$ cat src/rtl/pb_pkg.sv
// Shared types and helpers for the push-button debounce array.
package pb_pkg;

    typedef enum logic [1:0] {
        PB_IDLE  = 2'd0,
        PB_PRESS = 2'd1,
        PB_HELD  = 2'd2
    } pb_state_t;

    // Bits needed to hold the values 0..n.
    function automatic int unsigned cnt_w(input int unsigned n);
        return $clog2(n + 1);
    endfunction

endpackage

$ cat src/rtl/pb_channel.sv
// One button channel: synchroniser, debounce filter and press/hold/repeat FSM.
module pb_channel
    import pb_pkg::*;
#(
    parameter int unsigned SYNC_STAGES   = 2,
    parameter int unsigned DB_CYCLES     = 1000,
    parameter int unsigned HOLD_CYCLES   = 50000,
    parameter int unsigned REPEAT_CYCLES = 10000,
    parameter bit          ACTIVE_LOW    = 1'b1
) (
    input  logic clk,
    input  logic rst_n,
    input  logic pb,
    input  logic en,
    output logic level,
    output logic pressed,
    output logic released,
    output logic held,
    output logic repeat_o
);

    localparam int unsigned DB_W     = cnt_w(DB_CYCLES);
    localparam int unsigned HOLD_W   = cnt_w(HOLD_CYCLES);
    localparam int unsigned REP_W    = (REPEAT_CYCLES == 0) ? 1 : cnt_w(REPEAT_CYCLES);
    localparam int unsigned REP_LAST = (REPEAT_CYCLES == 0) ? 0 : REPEAT_CYCLES - 1;
    localparam logic        IDLE_PIN = ACTIVE_LOW ? 1'b1 : 1'b0;

    logic [SYNC_STAGES-1:0] sync;
    logic [DB_W-1:0]        db_cnt;
    logic [HOLD_W-1:0]      hold_cnt, hold_nx;
    logic [REP_W-1:0]       rep_cnt, rep_nx;
    pb_state_t              state, state_nx;
    logic                   pressed_nx, released_nx, held_nx, repeat_nx;
    logic                   s_c, accept_c, rise_c, fall_c;

    // Raw pin goes straight into the first flop; presets to the idle pin level.
    always_ff @(posedge clk or negedge rst_n) begin
        if (!rst_n) begin
            sync <= {SYNC_STAGES{IDLE_PIN}};
        end else begin
            sync <= {sync[SYNC_STAGES-2:0], pb};
        end
    end

    assign s_c      = sync[SYNC_STAGES-1] ^ IDLE_PIN;
    assign accept_c = (s_c != level) && (db_cnt == DB_W'(DB_CYCLES - 1));
    assign rise_c   = accept_c & s_c;
    assign fall_c   = accept_c & ~s_c;

    // Debounce: a new level must persist DB_CYCLES consecutive cycles.
    always_ff @(posedge clk or negedge rst_n) begin
        if (!rst_n) begin
            level  <= 1'b0;
            db_cnt <= '0;
        end else if (s_c != level) begin
            if (accept_c) begin
                level  <= s_c;
                db_cnt <= '0;
            end else begin
                db_cnt <= db_cnt + DB_W'(1);
            end
        end else begin
            db_cnt <= '0;
        end
    end

    // Hold FSM next state; strobes react to the accept edge so they align with level.
    always_comb begin
        state_nx    = state;
        hold_nx     = hold_cnt;
        rep_nx      = rep_cnt;
        pressed_nx  = 1'b0;
        released_nx = 1'b0;
        held_nx     = 1'b0;
        repeat_nx   = 1'b0;
        if (!en) begin
            state_nx = PB_IDLE;
            hold_nx  = '0;
            rep_nx   = '0;
        end else begin
            case (state)
                PB_IDLE: begin
                    if (rise_c) begin
                        state_nx   = PB_PRESS;
                        pressed_nx = 1'b1;
                        hold_nx    = '0;
                    end
                end
                PB_PRESS: begin
                    if (fall_c) begin
                        state_nx    = PB_IDLE;
                        released_nx = 1'b1;
                        hold_nx     = '0;
                    end else if (hold_cnt == HOLD_W'(HOLD_CYCLES - 1)) begin
                        state_nx = PB_HELD;
                        held_nx  = 1'b1;
                        rep_nx   = '0;
                    end else begin
                        hold_nx = hold_cnt + HOLD_W'(1);
                    end
                end
                PB_HELD: begin
                    if (fall_c) begin
                        state_nx    = PB_IDLE;
                        released_nx = 1'b1;
                        hold_nx     = '0;
                        rep_nx      = '0;
                    end else if (REPEAT_CYCLES != 0) begin
                        if (rep_cnt == REP_W'(REP_LAST)) begin
                            repeat_nx = 1'b1;
                            rep_nx    = '0;
                        end else begin
                            rep_nx = rep_cnt + REP_W'(1);
                        end
                    end
                end
                default: begin
                    state_nx = PB_IDLE;
                    hold_nx  = '0;
                    rep_nx   = '0;
                end
            endcase
        end
    end

    always_ff @(posedge clk or negedge rst_n) begin
        if (!rst_n) begin
            state    <= PB_IDLE;
            hold_cnt <= '0;
            rep_cnt  <= '0;
            pressed  <= 1'b0;
            released <= 1'b0;
            held     <= 1'b0;
            repeat_o <= 1'b0;
        end else begin
            state    <= state_nx;
            hold_cnt <= hold_nx;
            rep_cnt  <= rep_nx;
            pressed  <= pressed_nx;
            released <= released_nx;
            held     <= held_nx;
            repeat_o <= repeat_nx;
        end
    end

endmodule

$ cat src/rtl/pb_debounce_array.sv
// N-channel push-button front end: one independent debounce/hold channel per pin.
module pb_debounce_array
    import pb_pkg::*;
#(
    parameter int unsigned N_CH          = 4,
    parameter int unsigned SYNC_STAGES   = 2,
    parameter int unsigned DB_CYCLES     = 1000,
    parameter int unsigned HOLD_CYCLES   = 50000,
    parameter int unsigned REPEAT_CYCLES = 10000,
    parameter bit          ACTIVE_LOW    = 1'b1
) (
    input  logic            clk,
    input  logic            rst_n,
    input  logic [N_CH-1:0] pb,
    input  logic            en,
    output logic [N_CH-1:0] level,
    output logic [N_CH-1:0] pressed,
    output logic [N_CH-1:0] released,
    output logic [N_CH-1:0] held,
    output logic [N_CH-1:0] repeat_o
);

    for (genvar i = 0; i < N_CH; i++) begin : g_ch
        pb_channel #(
            .SYNC_STAGES  (SYNC_STAGES),
            .DB_CYCLES    (DB_CYCLES),
            .HOLD_CYCLES  (HOLD_CYCLES),
            .REPEAT_CYCLES(REPEAT_CYCLES),
            .ACTIVE_LOW   (ACTIVE_LOW)
        ) u_ch (
            .clk     (clk),
            .rst_n   (rst_n),
            .pb      (pb[i]),
            .en      (en),
            .level   (level[i]),
            .pressed (pressed[i]),
            .released(released[i]),
            .held    (held[i]),
            .repeat_o(repeat_o[i])
        );
    end

endmodule
$ cat config.mk
export PLATFORM = sky130hd
export DESIGN_NAME = pb_debounce_array
export DESIGN_NICKNAME = d
export VERILOG_FILES = /design/src/rtl/pb_pkg.sv /design/src/rtl/pb_channel.sv /design/src/rtl/pb_debounce_array.sv
export SDC_FILE = /design/constraint.sdc
export NUM_CORES = 1
export LEC_CHECK = 0
export ABC_AREA = 1
export CAP_MARGIN = 30
export CORE_MARGIN = 2
export CORE_UTILIZATION = 35
export CTS_BUF_LIST = sky130_fd_sc_hd__clkbuf_4
export CTS_CLUSTER_SIZE = 12
export DETAILED_ROUTE_END_ITERATION = 8
export PLACE_DENSITY = 0.47
export SLEW_MARGIN = 20
export SYNTH_ARGS = -nofsm -noshare
export SYNTH_HDL_FRONTEND = slang
export SYNTH_SLANG_ARGS = --single-unit
$ cat constraint.sdc
create_clock -name clk -period 4 [get_ports clk]
set_input_delay 0.8 -clock clk [delete_from_list [all_inputs] [get_ports clk]]
set_output_delay 0.8 -clock clk [all_outputs]
set_load 0.1 [all_outputs]
# After elaboration in Yosys (flattened, before gate mapping)
# Index checks and enable logic that the tools add are counted.
[classes]
n_reduce_logical = 28
n_eq_ne = 52
add_sub_neg = 12
n_bitwise = 12
muxes = 136
[op_table]
columns = ["operator", "count"]
rows = [
  ["$mux 16", 20],
  ["$mux 14", 20],
  ["$pmux 16 s3", 4],
  ["$pmux 14 s3", 4],
  ["$mux 10", 8],
  ["$add 16x1->16 const B", 4],
  ["$eq 16x16->1 const B", 4],
  ["$add 14x1->14 const B", 4],
  ["$eq 14x14->1 const B", 4],
  ["$mux 1", 56],
  ["$add 10x1->10 const B", 4],
  ["$eq 10x10->1 const B", 4],
  ["$mux 2", 20],
  ["$ne 3x2->1 const B", 12],
  ["$reduce_and 3->1", 12],
  ["$pmux 2 s3", 4],
  ["$ne 4x2->1 const B", 4],
  ["$ne 4x3->1 const B", 4],
  ["$ne 3x3->1 const B", 4],
  ["$and 1x1->1", 8],
  ["$eq 2x1->1 const B", 4],
  ["$eq 2x2->1 const B", 4],
  ["$logic_not 2->1", 4],
  ["$ne 2x2->1 const B", 4],
  ["5 further kinds", 20],
]
[word_totals]
input_bits = 7
regBits = 196
out_inout_bits = 20

# Longest topological paths before layout
# Gate-level depths: netlist of the first run.
[depth]
ltp_word = 7
mapped_depth = 13
mapped_depth_nobuf = 13

# Modules after synthesis
# Synthesis of the first run repeated with hierarchy kept, for this count alone.
[hier_totals]
hier_cells = 1702
area_unflattened_um2 = 12097.9
[by_module_without_submodules]
columns = ["module", "n_inst", "cells_per_inst", "seq_area_each_um2", "area_per_inst_um2"]
rows = [
  ["pb_channel at g_ch[1].u_ch ...", 2, 427, 1228.7, 3007.9],
  ["pb_channel at g_ch[0].u_ch", 1, 429, 1228.7, 3100.5],
  ["pb_channel at g_ch[3].u_ch", 1, 419, 1228.7, 2981.6],
]

# Least setup slack after synthesis of the first run
# No wires, ideal clock.
[synth_path]
path_type = "input -> register"
start = "input port en"
end = "register g_ch[0].u_ch.rep_cnt[6]"
arrival_time_ns = 1.650
required_ns = 3.874
stages = 7
n_path_buf = 3
path_slack_ns = 2.224
setup_ns = 0.126
cell_sequence = "buf_6 clkbuf_1 inv_1 clkbuf_1 nor2_1 nand2_1 o21ai_0"
[synth_via]
elab_chain_len = 2
word_cells_on_any_way = 5
[synth_lines]
columns = ["element", "line", "source"]
rows = [
  ["start, declared", "pb_debounce_array.sv:15", "input logic en,"],
  ["$ne 3x3->1 (no source line), or another cell as far along", "-", ""],
  ["$reduce_and 3->1 (no source line)", "-", ""],
  ["end signal, assigned", "pb_channel.sv:138", "rep_cnt <= rep_nx;"],
  ["end, declared", "pb_channel.sv:31", "logic [REP_W-1:0] rep_cnt, rep_nx;"],
]
# Parallel ways exist; a longest one is shown, timed or not.
# A chain may end at the register's enable or synchronous reset.

# Final worst setup path of the first run
[layout_path]
start = "register g_ch[0].u_ch.level"
end = "output port level[0]"
[layout_lines]
columns = ["element", "line", "source"]
rows = [
  ["start, declared", "pb_channel.sv:15", "output logic level,"],
  ["start signal, assigned", "pb_channel.sv:53", "level <= 1'b0;"],
  ["start signal, assigned", "pb_channel.sv:57", "level <= s_c;"],
  ["end, declared", "pb_debounce_array.sv:16", "output logic [N_CH-1:0] level,"],
]
# No word-level cell between the ends.

==> results by group, run 1 <==
GRT
  • First-pass GRT wire length: 44600 um
  • Largest net degree at the start of global routing: 77
  • Overflow after GRT: 0
  • Initial antenna violation count: 1
  • GRT Overall Usage: 0.153
  • Vias in the first global route: 9425

Critical path
  • Worst r2r src: g_ch[1].u_ch.db_cnt[0]
  • Crit path DAT: 2.22 ns
  • Crit-path leading delay family: buffers and inverters
  • Critical Path End Type: primary output
  • Startpoint Class: register
  • Largest fanout on the critical path: 3
  • Setup Crit Path Kind: reg -> out
  • Crit path required time: 3.20 ns
  • Critical Path, Cell by Cell: clkdlybuf4s50_1
  • Peak per-stage delay on the critical path: 1.16 ns
  • Crit path buf inv count: 1
  • Crit. Startpoint: g_ch[0].u_ch.level
  • Slowest cell on crit path: clkdlybuf4s50_1

Synth
  • Area share of fa/ha/maj cells after synthesis: 0.0299
  • Post-synthesis compound-gate area fraction: 0.0385
  • EDFF count, synth: 0
  • Post-Syn Nets: 1644
  • Synthesized instance count: 1609
  • XOR/XNOR share of the synthesized area: 0.0493
  • Multiplexer share of the synthesized area: 0
  • Netlist cell types: 40
  • Simple-gate area share of the yosys netlist: 0.380
  • Yosys warnings: 0
  • Syn avg cell area: 7.29 sq um
  • Ys flop type: dfrtp_1
  • Seq/Total Area, Yosys: 0.419
  • Ys async rst share: 1.00
  • Syn Std Cell Area: 11700 sq um
  • Synth Register Bits: 196
  • Largest family of logic cells by synthesized area: simple AND/OR/NAND/NOR gates

CTS
  • Clk_lat worst skew: 0.61 ns
  • Post-CTS setup buffer count: 0
  • CTS Buf Count: 17
  • CTS tree: built
  • H-tree depth: 4
  • Post-CTS resize count: 0
  • Hold bufs inserted after CTS: 0
  • Sink Count: 196
  • CTS Buffer Depth: 2
  • Clock Tree Root: clkbuf_4
  • CTS clk-pin slew, worst paths: 0.16 ns

Die
  • Die X: 187 um
  • DIE AREA: 35000 sq um
  • FP Rows: 67
  • Initial Util: 0.352
  • Die height: 187 um
  • I/O pin count: 27
  • Core region area: 33300 sq um

Timing
  • RSZ-0062 raised after global routing: false
  • Max-slew violations: 0
  • Period utilization: 0.755
  • Hold Fails Final Rpt: 0
  • Tmin final: 3.02 ns
  • Worst-Margin Slew: 0.982 ns
  • Slew Limit Headroom: 0.343
  • Setup Skew: 0.0142 ns
  • Fmax: 0.331 GHz
  • Final setup viols: 0
  • Setup TNS: 0 ns

Run status
  • Status: complete, no violations

Power
  • Switching share of power: 0.347
  • Pleak: 5.88 nW
  • Logic pwr share: 0.203
  • Internal cell power: 2.63 mW
  • Sequential share of power: 0.526
  • Clock share of power: 0.271
  • Max VDD drop: 0.000173 V
  • Power Density: 320 nW/um^2
  • Net load switching power: 1.40 mW

Hold path
  • Worst Hold Class: in -> async

Drt
  • Vias per std cell: 4.58
  • Avg WL per Cell: 12.0 um
  • DRC viols: 0
  • Post-route ant nets: 0
  • Initial DRC count: 373
  • Detailed Routing Iterations Pass 1: 5
  • DRT Wirelength: 24900 um
  • Via count: 9525

Job
  • Max Cap Violations: 0

Finish
  • Final Non-Filler Cells: 2080
  • Commonest non-fill, non-tap cell in the layout: nand2_1
  • Layout cells sized above 1: 0.0693
  • Most frequent cells in the layout: nand2_1, nor2_1, dfrtp_1
  • FILL cells: 3545
  • Final #Nets: 1653
  • P&R area growth vs syn: 7.34%

Place
  • Gpl congestion: 0.809
  • Hpwl dp: 17800 um
  • IO Port Bufs: 26
  • Number of cells after detailed placement: 2047
==> sequential cells by signal, summed over array words and instances, names as in the netlist <==
register and flops:
g_ch.u_ch.hold_cnt 64, g_ch.u_ch.rep_cnt 56, g_ch.u_ch.db_cnt 40, g_ch.u_ch.state 8, g_ch.u_ch.sync 8, g_ch.u_ch.held 4, g_ch.u_ch.level 4, g_ch.u_ch.pressed 4
g_ch.u_ch.released 4, g_ch.u_ch.repeat_o 4
==> worst register-to-register path, stage by stage (launching register included) <==
cell     delay [ns]
dfrtp_1        0.49
ha_1           0.23
nand4_1        0.13
nor2_2         0.16
nand3_2        0.29
nand2_2        0.20
nand2_2        0.11
nor2_2         0.44
nand2_1        0.13
nand2_1        0.10
==> final cells by class <==
class,instances,area (sq um),share of cell area
multi-input combinational,1190,5830,0.463
sequential,196,4910,0.391
inverter,184,691,0.0549
tap,448,561,0.0445
timing repair buffer,29,308,0.0245
clock buffer,19,143,0.0113
clock inverter,13,134,0.0106
antenna,1,2.50,0.000199
==> power groups by stage <==
stage	Combinational (mW)	Clock [mW]	Sequential, mW
2_1_floorplan	0.656	0	2.14
3_3_place_gp	0.839	0	2.16
3_5_place_dp	0.847	0	2.16
4_1_cts	0.850	1.17	2.12
5_1_grt	0.962	1.25	2.14
6_report	0.819	1.09	2.12
==> per-layer routing <==
metal	track usage	share of wire	vias up
li1	-	-	5067
met1	0.206	0.51	4394
met2	0.255	0.46	50
met3	0.0308	0.019	14
met4	0.0357	0.0088	0
met5	0	0	-
==> stage by stage <==
step                       util  power, mW  area [sq um]  hold slack [ns]  setup WS [ns]
after floorplan               -       2.80         11700            0.345           2.22
after global placement    0.370       3.00         12300            0.347           1.48
after detailed placement  0.370       3.00         12300            0.347           1.44
after CTS                 0.378       4.14         12600            0.101          0.888
after global routing      0.378       4.35         12600           0.0862          0.830
final                     0.378       4.03         12600            0.140          0.978
==> worst paths after layout <==
check | to | slack (ns) | depth (start not counted)
worst max register to register | g_ch[1].u_ch.hold_cnt[9] | 1.67 | 9
min in group clk | g_ch[2].u_ch.sync[1] | 0.37 | 0
worst min-delay path | g_ch[2].u_ch.db_cnt[7] | 0.14 | 1
worst min register to register | g_ch[2].u_ch.sync[1] | 0.37 | 0
max in group asynchronous | g_ch[3].u_ch.sync[1] | 3.00 | 2
worst max-delay path | level[0] | 0.98 | 1
==> cells in the mapped netlist (3+ instances only) <==
cell      instances  area, sq um
nand2_4           5         56.3
o21ai_2           3         26.3
buf_6             7         78.8
nor3b_1          12         90.1
dfrtp_1         188         4700
nor3_1           49          245
dfstp_2           8          210
o21ai_0          53          265
nand3_4           3         52.6
buf_4            22          165
a21oi_1          13         65.1
inv_2             8         30.0
ha_1             28          350
nor2_1          205          769
clkbuf_1          6         22.5
nor2_2            8         50.1
xor2_1           56          490
nand4_1          49          307
nand2_1         530         1990
o21ai_1           3         15.0
inv_1           176          661
nand3_1         103          515
xnor2_1          10         87.6
o21bai_1          4         30.0
nand2_2          22          138
or2_2             7         43.8
a31oi_1           4         25.0
nor2_4            8         90.1
buf_2             4         20.0
==> kinds of logic after synthesis <==
group / after synthesis
simple gates: 1013
buf+inv: 223
flops: 196
compound gates: 83
xor+xnor: 66
fa+ha+maj: 28
No activity file was read; power rests on OpenSTA's default activity.
==> inputs of run 2 (changes only) <==
clock period = 2.8 ns   (was 4 ns; I/O delays follow)
==> results by group, run 2 (synthesis gave the netlist of run 1 again) <==
Run status
  • Status: complete, no violations

Timing
  • Hold Fails Final Rpt: 0 (unchanged)
  • Tmin final: 2.29 ns
  • Period utilization: 0.819
  • Final setup viols: 0 (unchanged)
  • Setup Skew: 0.0289 ns (+0.0147 ns)
  • Worst-Margin Slew: 0.587 ns (-0.395 ns)
  • RSZ-0062 raised after global routing: false
  • Fmax: 0.436 GHz
  • Slew Limit Headroom: 0.609 (+0.265)
  • Setup TNS: 0 ns (unchanged)
  • Max-slew violations: 0 (unchanged)

CTS
  • Hold bufs inserted after CTS: 1 (+1)
  • CTS clk-pin slew, worst paths: 0.17 ns (about the same)
  • CTS Buffer Depth: 2 (unchanged)
  • Sink Count: 196 (unchanged)
  • H-tree depth: 4 (unchanged)
  • Post-CTS setup buffer count: 0 (unchanged)
  • Clk_lat worst skew: 0.61 ns (about the same)
  • Post-CTS resize count: 0 (unchanged)
  • CTS Buf Count: 17 (unchanged)
  • CTS tree: built
  • Clock Tree Root: clkbuf_4

Critical path
  • Startpoint Class: register
  • Critical Path, Cell by Cell: ha_1 > nand4_1 > nor2_2 > nand3_2 > nand2_2 > nand2_2 > nor2_2 > nand3_1 > nand2_1
  • Crit path DAT: 2.83 ns (+0.61 ns)
  • Crit path required time: 3.34 ns (+0.14 ns)
  • Largest fanout on the critical path: 14 (+11)
  • Critical Path End Type: register
  • Peak per-stage delay on the critical path: 0.48 ns (-0.68 ns)
  • Slowest cell on crit path: dfrtp_1
  • Crit path buf inv count: 0 (-1)
  • Setup Crit Path Kind: reg -> reg
  • Crit-path leading delay family: simple AND/OR/NAND/NOR gates

Place
  • IO Port Bufs: 26 (unchanged)
  • Hpwl dp: 18000 um (+1.1%)
  • Gpl congestion: 0.805 (-0.54%)
  • Number of cells after detailed placement: 2054 (+0.34%)

Finish
  • Number of flip-flops in the largest register: 64 (unchanged)
  • Layout cells sized above 1: 0.0842 (+0.0149)
  • Biggest register: g_ch.u_ch.hold_cnt
  • Final #Nets: 1661 (+0.48%)
  • Commonest non-fill, non-tap cell in the layout: nand2_1
  • FILL cells: 3551 (+0.17%)
  • P&R area growth vs syn: 7.40% (about the same)
  • Most frequent cells in the layout: nand2_1, nor2_1, dfrtp_1
  • Regs by FF count: g_ch.u_ch.hold_cnt x64, g_ch.u_ch.rep_cnt x56, g_ch.u_ch.db_cnt x40
  • Final Non-Filler Cells: 2088 (+0.38%)

Drt
  • Post-route ant nets: 0 (unchanged)
  • DR top layer: met4
  • DRC viols: 0 (unchanged)
  • DRT Wirelength: 25300 um (+1.6%)
  • Initial DRC count: 334 (-10%)
  • Wl on met1: 12700 um (-0.42%)
  • Avg WL per Cell: 12.1 um (+1.2%)
  • Via count: 9531 (+0.063%)
  • Met2 wire len: 11900 um (+3.4%)
  • Vias per std cell: 4.56 (-0.32%)
  • Met3 routed WL: 578 um (+25%)
  • Detailed Routing Iterations Pass 1: 5 (unchanged)

Job
  • Max Cap Violations: 0 (unchanged)

GRT
  • Overflow after GRT: 0 (unchanged)
  • Vias in the first global route: 9335 (-0.95%)
  • Initial antenna violation count: 1 (unchanged)
  • First-pass GRT wire length: 44300 um (-0.67%)
  • GRT Overall Usage: 0.152 (-0.00148)
  • Largest net degree at the start of global routing: 52 (-32%)

Die
  • Initial Util: 0.352 (unchanged)
  • Die X: 187 um (unchanged)
  • Core region area: 33300 sq um (unchanged)
  • I/O pin count: 27 (unchanged)
  • Die height: 187 um (unchanged)
  • DIE AREA: 35000 sq um (unchanged)
  • FP Rows: 67 (unchanged)

Hold path
  • Worst Hold Class: in -> reg

Power
  • Power Total: 5.76 mW (+43%)
  • Power Density: 458 nW/um^2 (+43%)
  • Pleak: 5.97 nW (+1.5%)
  • Max VDD drop: 0.000318 V (+84%)
[run 2: cell type report]
type	instances	area, sq um	area share
Sequential cell	196	4910	0.390
Clock buffer	21	158	0.0125
Tap cell	448	561	0.0445
Multi-Input combinational cell	1190	5830	0.463
Inverter	184	691	0.0549
Antenna cell	1	2.50	0.000199
Timing Repair Buffer	37	320	0.0254
Clock inverter	11	113	0.00894
[run 2: per-layer routing]
metal | global-route usage | vias up
met5 | 0 | -
met4 | 0.0321 | 0
li1 | - | 5087
met3 | 0.0285 | 8
met1 | 0.203 | 4364
met2 | 0.256 | 72
[run 2: power by group]
| part | switching (mW) | internal, mW |
|---|---|---|
| registers | 0.0919 | 2.94 |
| logic | 0.890 | 0.287 |
| clock network | 0.998 | 0.559 |
[run 2: worst paths after layout]
kind | start | slack (ns) | cells past startpoint | endpoint
min in group asynchronous | rst_n | 0.44 | 2 | g_ch[2].u_ch.db_cnt[8]
max in group asynchronous | rst_n | 1.54 | 3 | g_ch[1].u_ch.hold_cnt[5]
setup reg to reg | g_ch[1].u_ch.db_cnt[0] | 0.51 | 9 | g_ch[1].u_ch.hold_cnt[14]
hold reg to reg | g_ch[2].u_ch.sync[0] | 0.36 | 0 | g_ch[2].u_ch.sync[1]
setup / recovery | g_ch[1].u_ch.db_cnt[0] | 0.51 | 9 | g_ch[1].u_ch.hold_cnt[14]
hold / removal | pb[3] | 0.35 | 1 | g_ch[3].u_ch.sync[0]
[run 2: worst reg2reg max path, cell delays in order (launching register included)]
cell	delay, ns
dfrtp_1	0.48
ha_1	0.22
nand4_1	0.13
nor2_2	0.16
nand3_2	0.30
nand2_2	0.20
nand2_2	0.10
nor2_2	0.43
nand3_1	0.12
nand2_1	0.08
[run 2: per-stage QoR]
step / utilization / setup slack (ns) / instance area (sq um) / hold WS, ns
6_report: 0.378 / 0.506 / 12600 / 0.351
5_1_grt: 0.378 / 0.240 / 12600 / 0.267
4_1_cts: 0.378 / 0.473 / 12600 / 0.275
3_5_place_dp: 0.370 / 0.486 / 12300 / 0.347
3_3_place_gp: 0.370 / 0.536 / 12300 / 0.346
2_1_floorplan: - / 1.11 / 11700 / 0.264
